`config.mk`:
```
export PLATFORM = sky130hd
export DESIGN_NAME = rsa_decrypt
export DESIGN_NICKNAME = d
export VERILOG_FILES = /design/src/rtl/rsa_decrypt.sv
export SDC_FILE = /design/constraint.sdc
export NUM_CORES = 1
export LEC_CHECK = 0
export BUFFER_PORTS_ARGS = -buffer_cell sky130_fd_sc_hd__buf_2
export CAP_MARGIN = 20
export CORE_ASPECT_RATIO = 1.75
export CORE_MARGIN = 4
export CORE_UTILIZATION = 55
export CTS_BUF_LIST = sky130_fd_sc_hd__clkbuf_16
export CTS_CLUSTER_SIZE = 28
export DETAILED_ROUTE_END_ITERATION = 16
export MAX_ROUTING_LAYER = met4
export PLACE_DENSITY = 0.82
export SETUP_SLACK_MARGIN = 0.4
export SYNTH_ARGS = -nofsm -noshare
export SYNTH_HDL_FRONTEND = slang
export SYNTH_SLANG_ARGS = --single-unit
```
`constraint.sdc`:
```
create_clock -name clk -period 17.51 [get_ports clk]
set_input_delay 0.8755 -clock clk [delete_from_list [all_inputs] [get_ports clk]]
set_output_delay 0.8755 -clock clk [all_outputs]
set_load 0.02 [all_outputs]
```
`src/rtl/rsa_decrypt.sv`:
```
// Iterative RSA decryption engine: plaintext = ciphertext^d mod N using
// right-to-left square-and-multiply with two bit-serial modular multipliers.
module rsa_decrypt #(
    parameter int unsigned WIDTH = 32
) (
    input  logic             clk,
    input  logic             rst,
    input  logic             start,
    input  logic [WIDTH-1:0] ciphertext,
    input  logic [WIDTH-1:0] priv_exponent,
    input  logic [WIDTH-1:0] modulus,
    output logic [WIDTH-1:0] plaintext,
    output logic             busy,
    output logic             done,
    output logic             error
);
    localparam int unsigned CW = $clog2(WIDTH);
    localparam int unsigned AW = WIDTH + 2;

    typedef enum logic [1:0] {IDLE, MUL, NEXT, DONE} state_t;

    state_t           state_q, state_d;
    logic [WIDTH-1:0] exp_q, exp_d, n_q, n_d, base_q, base_d, result_q, result_d;
    logic [AW-1:0]    acc1_q, acc1_d, acc2_q, acc2_d;
    logic [CW-1:0]    mul_cnt_q, mul_cnt_d, bit_cnt_q, bit_cnt_d, bit_idx;
    logic             err_q, err_d;
    logic [WIDTH-1:0] plaintext_q, plaintext_d;
    logic             busy_q, busy_d, done_q, done_d, error_q, error_d;
    logic             sel;

    // One interleaved step: acc = 2*acc + (sel ? op : 0), reduced below n (input < 3n).
    function automatic logic [AW-1:0] mod_step(input logic [AW-1:0]    acc,
                                               input logic [WIDTH-1:0] op,
                                               input logic             s,
                                               input logic [WIDTH-1:0] n);
        logic [AW-1:0] t;
        logic [AW-1:0] nn;
        nn = AW'(n);
        t  = {acc[AW-2:0], 1'b0} + (s ? AW'(op) : AW'(0));
        if (t >= nn) t = t - nn;
        if (t >= nn) t = t - nn;
        return t;
    endfunction

    assign bit_idx = CW'(WIDTH - 1) - mul_cnt_q;
    assign sel     = base_q[bit_idx];

    always_comb begin
        state_d     = state_q;
        exp_d       = exp_q;
        n_d         = n_q;
        base_d      = base_q;
        result_d    = result_q;
        acc1_d      = acc1_q;
        acc2_d      = acc2_q;
        mul_cnt_d   = mul_cnt_q;
        bit_cnt_d   = bit_cnt_q;
        err_d       = err_q;
        plaintext_d = plaintext_q;
        busy_d      = (state_q != IDLE);
        done_d      = 1'b0;
        error_d     = 1'b0;

        unique case (state_q)
            IDLE: begin
                if (start) begin
                    exp_d     = priv_exponent;
                    n_d       = modulus;
                    base_d    = ciphertext;
                    result_d  = WIDTH'(1);
                    bit_cnt_d = '0;
                    mul_cnt_d = '0;
                    acc1_d    = '0;
                    acc2_d    = '0;
                    if (modulus < WIDTH'(2) || ciphertext >= modulus) begin
                        err_d   = 1'b1;
                        state_d = DONE;
                    end else begin
                        err_d   = 1'b0;
                        state_d = MUL;
                    end
                end
            end
            MUL: begin
                acc1_d    = mod_step(acc1_q, result_q, sel, n_q);
                acc2_d    = mod_step(acc2_q, base_q, sel, n_q);
                mul_cnt_d = mul_cnt_q + CW'(1);
                if (mul_cnt_q == CW'(WIDTH - 1)) begin
                    mul_cnt_d = '0;
                    state_d   = NEXT;
                end
            end
            NEXT: begin
                if (exp_q[0]) result_d = acc1_q[WIDTH-1:0];
                base_d    = acc2_q[WIDTH-1:0];
                exp_d     = exp_q >> 1;
                bit_cnt_d = bit_cnt_q + CW'(1);
                acc1_d    = '0;
                acc2_d    = '0;
                state_d   = (bit_cnt_q == CW'(WIDTH - 1)) ? DONE : MUL;
            end
            DONE: begin
                done_d      = 1'b1;
                error_d     = err_q;
                plaintext_d = err_q ? '0 : result_q;
                state_d     = IDLE;
            end
            default: state_d = IDLE;
        endcase
    end

    always_ff @(posedge clk) begin
        if (rst) begin
            state_q     <= IDLE;
            exp_q       <= '0;
            n_q         <= '0;
            base_q      <= '0;
            result_q    <= '0;
            acc1_q      <= '0;
            acc2_q      <= '0;
            mul_cnt_q   <= '0;
            bit_cnt_q   <= '0;
            err_q       <= 1'b0;
            plaintext_q <= '0;
            busy_q      <= 1'b0;
            done_q      <= 1'b0;
            error_q     <= 1'b0;
        end else begin
            state_q     <= state_d;
            exp_q       <= exp_d;
            n_q         <= n_d;
            base_q      <= base_d;
            result_q    <= result_d;
            acc1_q      <= acc1_d;
            acc2_q      <= acc2_d;
            mul_cnt_q   <= mul_cnt_d;
            bit_cnt_q   <= bit_cnt_d;
            err_q       <= err_d;
            plaintext_q <= plaintext_d;
            busy_q      <= busy_d;
            done_q      <= done_d;
            error_q     <= error_d;
        end
    end

    assign plaintext = plaintext_q;
    assign busy      = busy_q;
    assign done      = done_q;
    assign error     = error_q;
endmodule

```
==> metrics.txt <==
# TYPE chip_impl_metric gauge
chip_impl_metric{name="power.density_cell_area",unit="nW/µm²"} 237.3
chip_impl_info{name="worst_setup_path_start_kind",value="flip-flop"} 1
chip_impl_metric{name="layout_worst_path_cycle_share",unit="%"} 70.61
chip_impl_metric{name="maxCapViolCount",unit=""} 0
chip_impl_metric{name="yosys_top_cell_area_share",unit="%"} 22.69
chip_impl_metric{name="setup_total_negative_slack",unit="ps"} 0
chip_impl_metric{name="part_of_the_total_power_dissipated_in_combinational_logic",unit="%"} 78.1
chip_impl_metric{name="wire_length_of_the_first_global_routing_pass",unit="µm"} 109500
chip_impl_info{name="synth-main-ff-cell",value="dfxtp_1"} 1
chip_impl_info{name="post-synth-top-area-cell",value="dfxtp_1"} 1
chip_impl_metric{name="power.static_leakage",unit="nW"} 10.24
chip_impl_metric{name="synthArstFlopShare",unit="%"} 0
chip_impl_metric{name="antenna_cells",unit=""} 0
chip_impl_metric{name="final-max-slew-violation-count",unit=""} 0
chip_impl_metric{name="synth_cell_type_count",unit=""} 86
chip_impl_info{name="worstSetupEndpointType",value="flip-flop"} 1
chip_impl_info{name="buffer_type_at_the_clock_tree_root",value="clkbuf_16"} 1
chip_impl_metric{name="syn-mean-instance-area",unit="µm²"} 7.597
chip_impl_metric{name="timing.critical_path.depth",unit=""} 38
chip_impl_metric{name="hold_slack",unit="ps"} 457.7
chip_impl_metric{name="start_util",unit="%"} 55.60
chip_impl_metric{name="post_synth_instance_area",unit="µm²"} 21350
chip_impl_metric{name="final_hold_viol_count",unit=""} 0
chip_impl_info{name="library_cell_with_the_highest_instance_count_after_synthesis",value="nor2_1"} 1
chip_impl_metric{name="synth_enable_flop_cells",unit=""} 0
chip_impl_metric{name="hpwl_dp",unit="µm"} 54480
chip_impl_metric{name="postRouteWirelength",unit="µm"} 69510
chip_impl_metric{name="rows",unit=""} 95
chip_impl_metric{name="worst_ir_drop_vdd",unit="mV"} 0.1494
chip_impl_metric{name="antenna_found_initial",unit=""} 0
chip_impl_metric{name="grt_overflow_total",unit=""} 0
chip_impl_metric{name="drt_iter0_markers",unit=""} 1554
chip_impl_info{name="cpMaxStageDelayCell",value="dfxtp_1"} 1
chip_impl_metric{name="number_of_buffers_between_clock_root_and_the_deepest_sink",unit=""} 3
chip_impl_metric{name="clk_pin_slew",unit="ps"} 60
chip_impl_info{name="grt_setup_unrepaired",value="false"} 1
chip_impl_metric{name="yosysSeqAreaShare",unit="%"} 22.69
chip_impl_metric{name="die_area",unit="µm²"} 42160
chip_impl_metric{name="chipHeight",unit="µm"} 268.6
chip_impl_metric{name="clock.fmax",unit="MHz"} 80.89
chip_impl_metric{name="drive_gt1_share",unit="%"} 9.192
chip_impl_metric{name="grt_max_degree",unit=""} 100
chip_impl_metric{name="count_of_antenna_violating_nets_left_after_detailed_routing",unit=""} 0
chip_impl_metric{name="power_report.internal_total",unit="mW"} 2.632
chip_impl_metric{name="max-slew-margin-rel",unit="%"} 22.28
chip_impl_metric{name="pwr-share-seq",unit="%"} 12.1
chip_impl_metric{name="final_total_power",unit="mW"} 5.486
chip_impl_metric{name="pre_cts_ws",unit="ps"} 4475
chip_impl_metric{name="synth_seq_cells",unit=""} 242
chip_impl_metric{name="hold_buffers",unit=""} 0
chip_impl_metric{name="cts_resized",unit=""} 0
chip_impl_metric{name="drc",unit=""} 0
chip_impl_metric{name="detail_route.first_pass.iterations",unit=""} 6
chip_impl_metric{name="last_weighted_congestion_value_of_the_routability_driven_placer",unit=""} 1.050
chip_impl_metric{name="grt_usage",unit="%"} 32.94
chip_impl_info{name="tritoncts",value="yes"} 1
chip_impl_metric{name="critPathRequiredTime",unit="ps"} 17930
chip_impl_metric{name="post_drt_via_cell_ratio",unit=""} 6.493
chip_impl_metric{name="setup_slack_of_the_critical_path_after_layout",unit="ps"} 5147
chip_impl_metric{name="non_filler_cells_in_the_finished_layout",unit=""} 3368
chip_impl_metric{name="io-pin-count",unit=""} 134
chip_impl_metric{name="floorplan_core_area",unit="µm²"} 38390
chip_impl_metric{name="count_of_final_setup_violators",unit=""} 0
chip_impl_metric{name="clock_skew",unit="ps"} 26.06
chip_impl_metric{name="yosys_warnings",unit=""} 0
chip_impl_metric{name="cp.buffers_inverters",unit=""} 4
chip_impl_metric{name="clock_latency",unit="ps"} 560
chip_impl_metric{name="worst_r2r_path_depth",unit=""} 38
chip_impl_metric{name="syn_inst",unit=""} 2810
chip_impl_metric{name="die_width",unit="µm"} 156.9
chip_impl_metric{name="min_delay_path_depth",unit=""} 2
chip_impl_metric{name="tightestPinTransition",unit="ps"} 1162
chip_impl_info{name="min-delay-path-class",value="reg -> reg"} 1
chip_impl_metric{name="dr_total_vias",unit=""} 21870
chip_impl_metric{name="area.growth.synth_to_final",unit="%"} 8.288
chip_impl_metric{name="detail_route.wl_per_cell",unit="µm"} 20.64
chip_impl_metric{name="numPortBuffers",unit=""} 133
chip_impl_info{name="synth.top_cells.by_area",value="dfxtp_1 23%, ha_1 13%, nor2_1 6.3%"} 1
chip_impl_metric{name="place_inst",unit=""} 3323
chip_impl_metric{name="cts_bufs_inserted",unit=""} 25
chip_impl_metric{name="first_global_vias",unit=""} 21650
chip_impl_info{name="synthTopCellsByCount",value="361 x nor2_1, 276 x nand2_1, 242 x dfxtp_1"} 1
chip_impl_metric{name="power.clock.fraction",unit="%"} 9.7
chip_impl_metric{name="switchingPower",unit="mW"} 2.854
chip_impl_info{name="run_status",value="complete, no violations"} 1
chip_impl_metric{name="clock_sinks",unit=""} 242
chip_impl_metric{name="worst-path-max-fanout",unit=""} 58
chip_impl_metric{name="postSynthNetCount",unit=""} 3141
chip_impl_info{name="cpLargestDelayFamily",value="compound AO/OA/AOI/OAI gates"} 1
chip_impl_metric{name="setup_fix_buffers_added_after_clock_tree_synthesis",unit=""} 0
chip_impl_metric{name="finish.net_count",unit=""} 3199
chip_impl_metric{name="h_tree_levels",unit=""} 1
chip_impl_metric{name="arrival",unit="ps"} 12790
chip_impl_info{name="crit_type",value="reg -> reg"} 1
chip_impl_metric{name="critical-path-max-stage-delay",unit="ps"} 750
chip_impl_metric{name="fraction_of_power_spent_switching_nets",unit="%"} 52.03
chip_impl_metric{name="post-route-min-period",unit="ps"} 12360
-- layout make-up --
cell class / instances / area (µm²)
well taps: 485 / 606.8
inverters: 118 / 442.9
clock buffers: 25 / 625.6
fillers: 3527 / 15280
clock inverters: 17 / 153.9
flip-flops and latches: 242 / 4845
repair buffers: 152 / 843.3
multi-input cells: 2329 / 15600
-- final timing paths --
kind / from / end / slack (ps)
setup reg to reg: mul_cnt_q[0] / acc1_q[0] / 5150
hold reg to reg: n_q[19] / n_q[19] / 460
hold / removal: n_q[19] / n_q[19] / 460
setup / recovery: mul_cnt_q[0] / acc1_q[0] / 5150
-- logic make-up (layout without fill, tap and decap cells) --
group	count (synthesis)	after routing	share of synthesized area [%]
and+or+nand+nor	1051	1051	22.92
AOI/OAI and AO/OA	816	816	25.36
DFF	242	242	22.69
buffers and inverters	239	312	4.519
adders and majority gates	232	232	13.81
xor gates and xnor gates	155	155	6.359
muxes	75	75	4.337
-- cell usage in the layout, fill, tap and decap left out, types with 16 or more instances in the layout --
| master | netlist | layout |
|---|---|---|
| o21a_1 | 26 | 26 |
| o21ai_0 | 151 | 151 |
| nand3_1 | 52 | 52 |
| a22o_1 | 35 | 35 |
| a22oi_1 | 41 | 41 |
| nor4_1 | 71 | 71 |
| nand4_1 | 38 | 38 |
| nand2b_1 | 28 | 25 |
| mux2_2 | 33 | 33 |
| nor3_1 | 59 | 58 |
| nor2_1 | 361 | 359 |
| a221o_1 | 24 | 24 |
| a31oi_1 | 24 | 24 |
| a211oi_1 | 27 | 27 |
| o21bai_1 | 16 | 16 |
| buf_4 | 5 | 17 |
| inv_1 | 118 | 123 |
| buf_2 | 9 | 132 |
| xor2_1 | 55 | 55 |
| and3_1 | 23 | 23 |
| o31ai_1 | 20 | 20 |
| o211ai_1 | 22 | 22 |
| a21o_1 | 84 | 84 |
| nor2b_1 | 82 | 82 |
| clkbuf_16 | 0 | 25 |
| ha_1 | 226 | 226 |
| a21oi_1 | 230 | 228 |
| xnor2_1 | 100 | 100 |
| nand2_1 | 276 | 274 |
| mux2i_1 | 30 | 29 |
| dfxtp_1 | 242 | 242 |
-- power groups by stage --
stage | sequential (mW) | combinational (mW) | clock (mW)
floorplan | 0.651 | 3.27 | 0
global placement | 0.673 | 4.05 | 0
detailed placement | 0.674 | 4.15 | 0
CTS | 0.663 | 4.18 | 0.542
global route | 0.669 | 4.65 | 0.558
finish | 0.665 | 4.29 | 0.534
-- worst register-to-register path, delay by kind of cell (launching register included) --
kind	cells	cell delay, ps
XOR/XNOR	1	230
multiplexers	4	1980
flip-flops	1	750
buffers and inverters	4	1380
adder cells (fa/ha/maj)	5	1470
AO/OA/AOI/OAI	18	5510
AND/OR/NAND/NOR	6	930
-- per-stage QoR --
stage / cell area [µm²] / utilization [%]
after floorplan: 21350 / -
after global placement: 22280 / 58.04
after detailed placement: 22280 / 58.04
after CTS: 23060 / 60.07
after global routing: 23120 / 60.21
final: 23120 / 60.21
-- layer usage --
metal	global-route usage (%)	routed length, µm	share of wire (%)
met5	-	0	0
met4	24.51	6283	9.0
met3	2.971	3517	5.1
met2	58.18	34870	50
met1	33.47	24830	36
-- registers in the layout (all words and copies together) (netlist names) --
register   count
state_q        2
acc1_q        33
result_q      32
plaintext     32
done           1
base_q        32
mul_cnt_q      5
busy           1
n_q           32
acc2_q        33
err_q          1
error          1
bit_cnt_q      5
exp_q         32
Note: power is estimated with default switching activity, not from simulation.
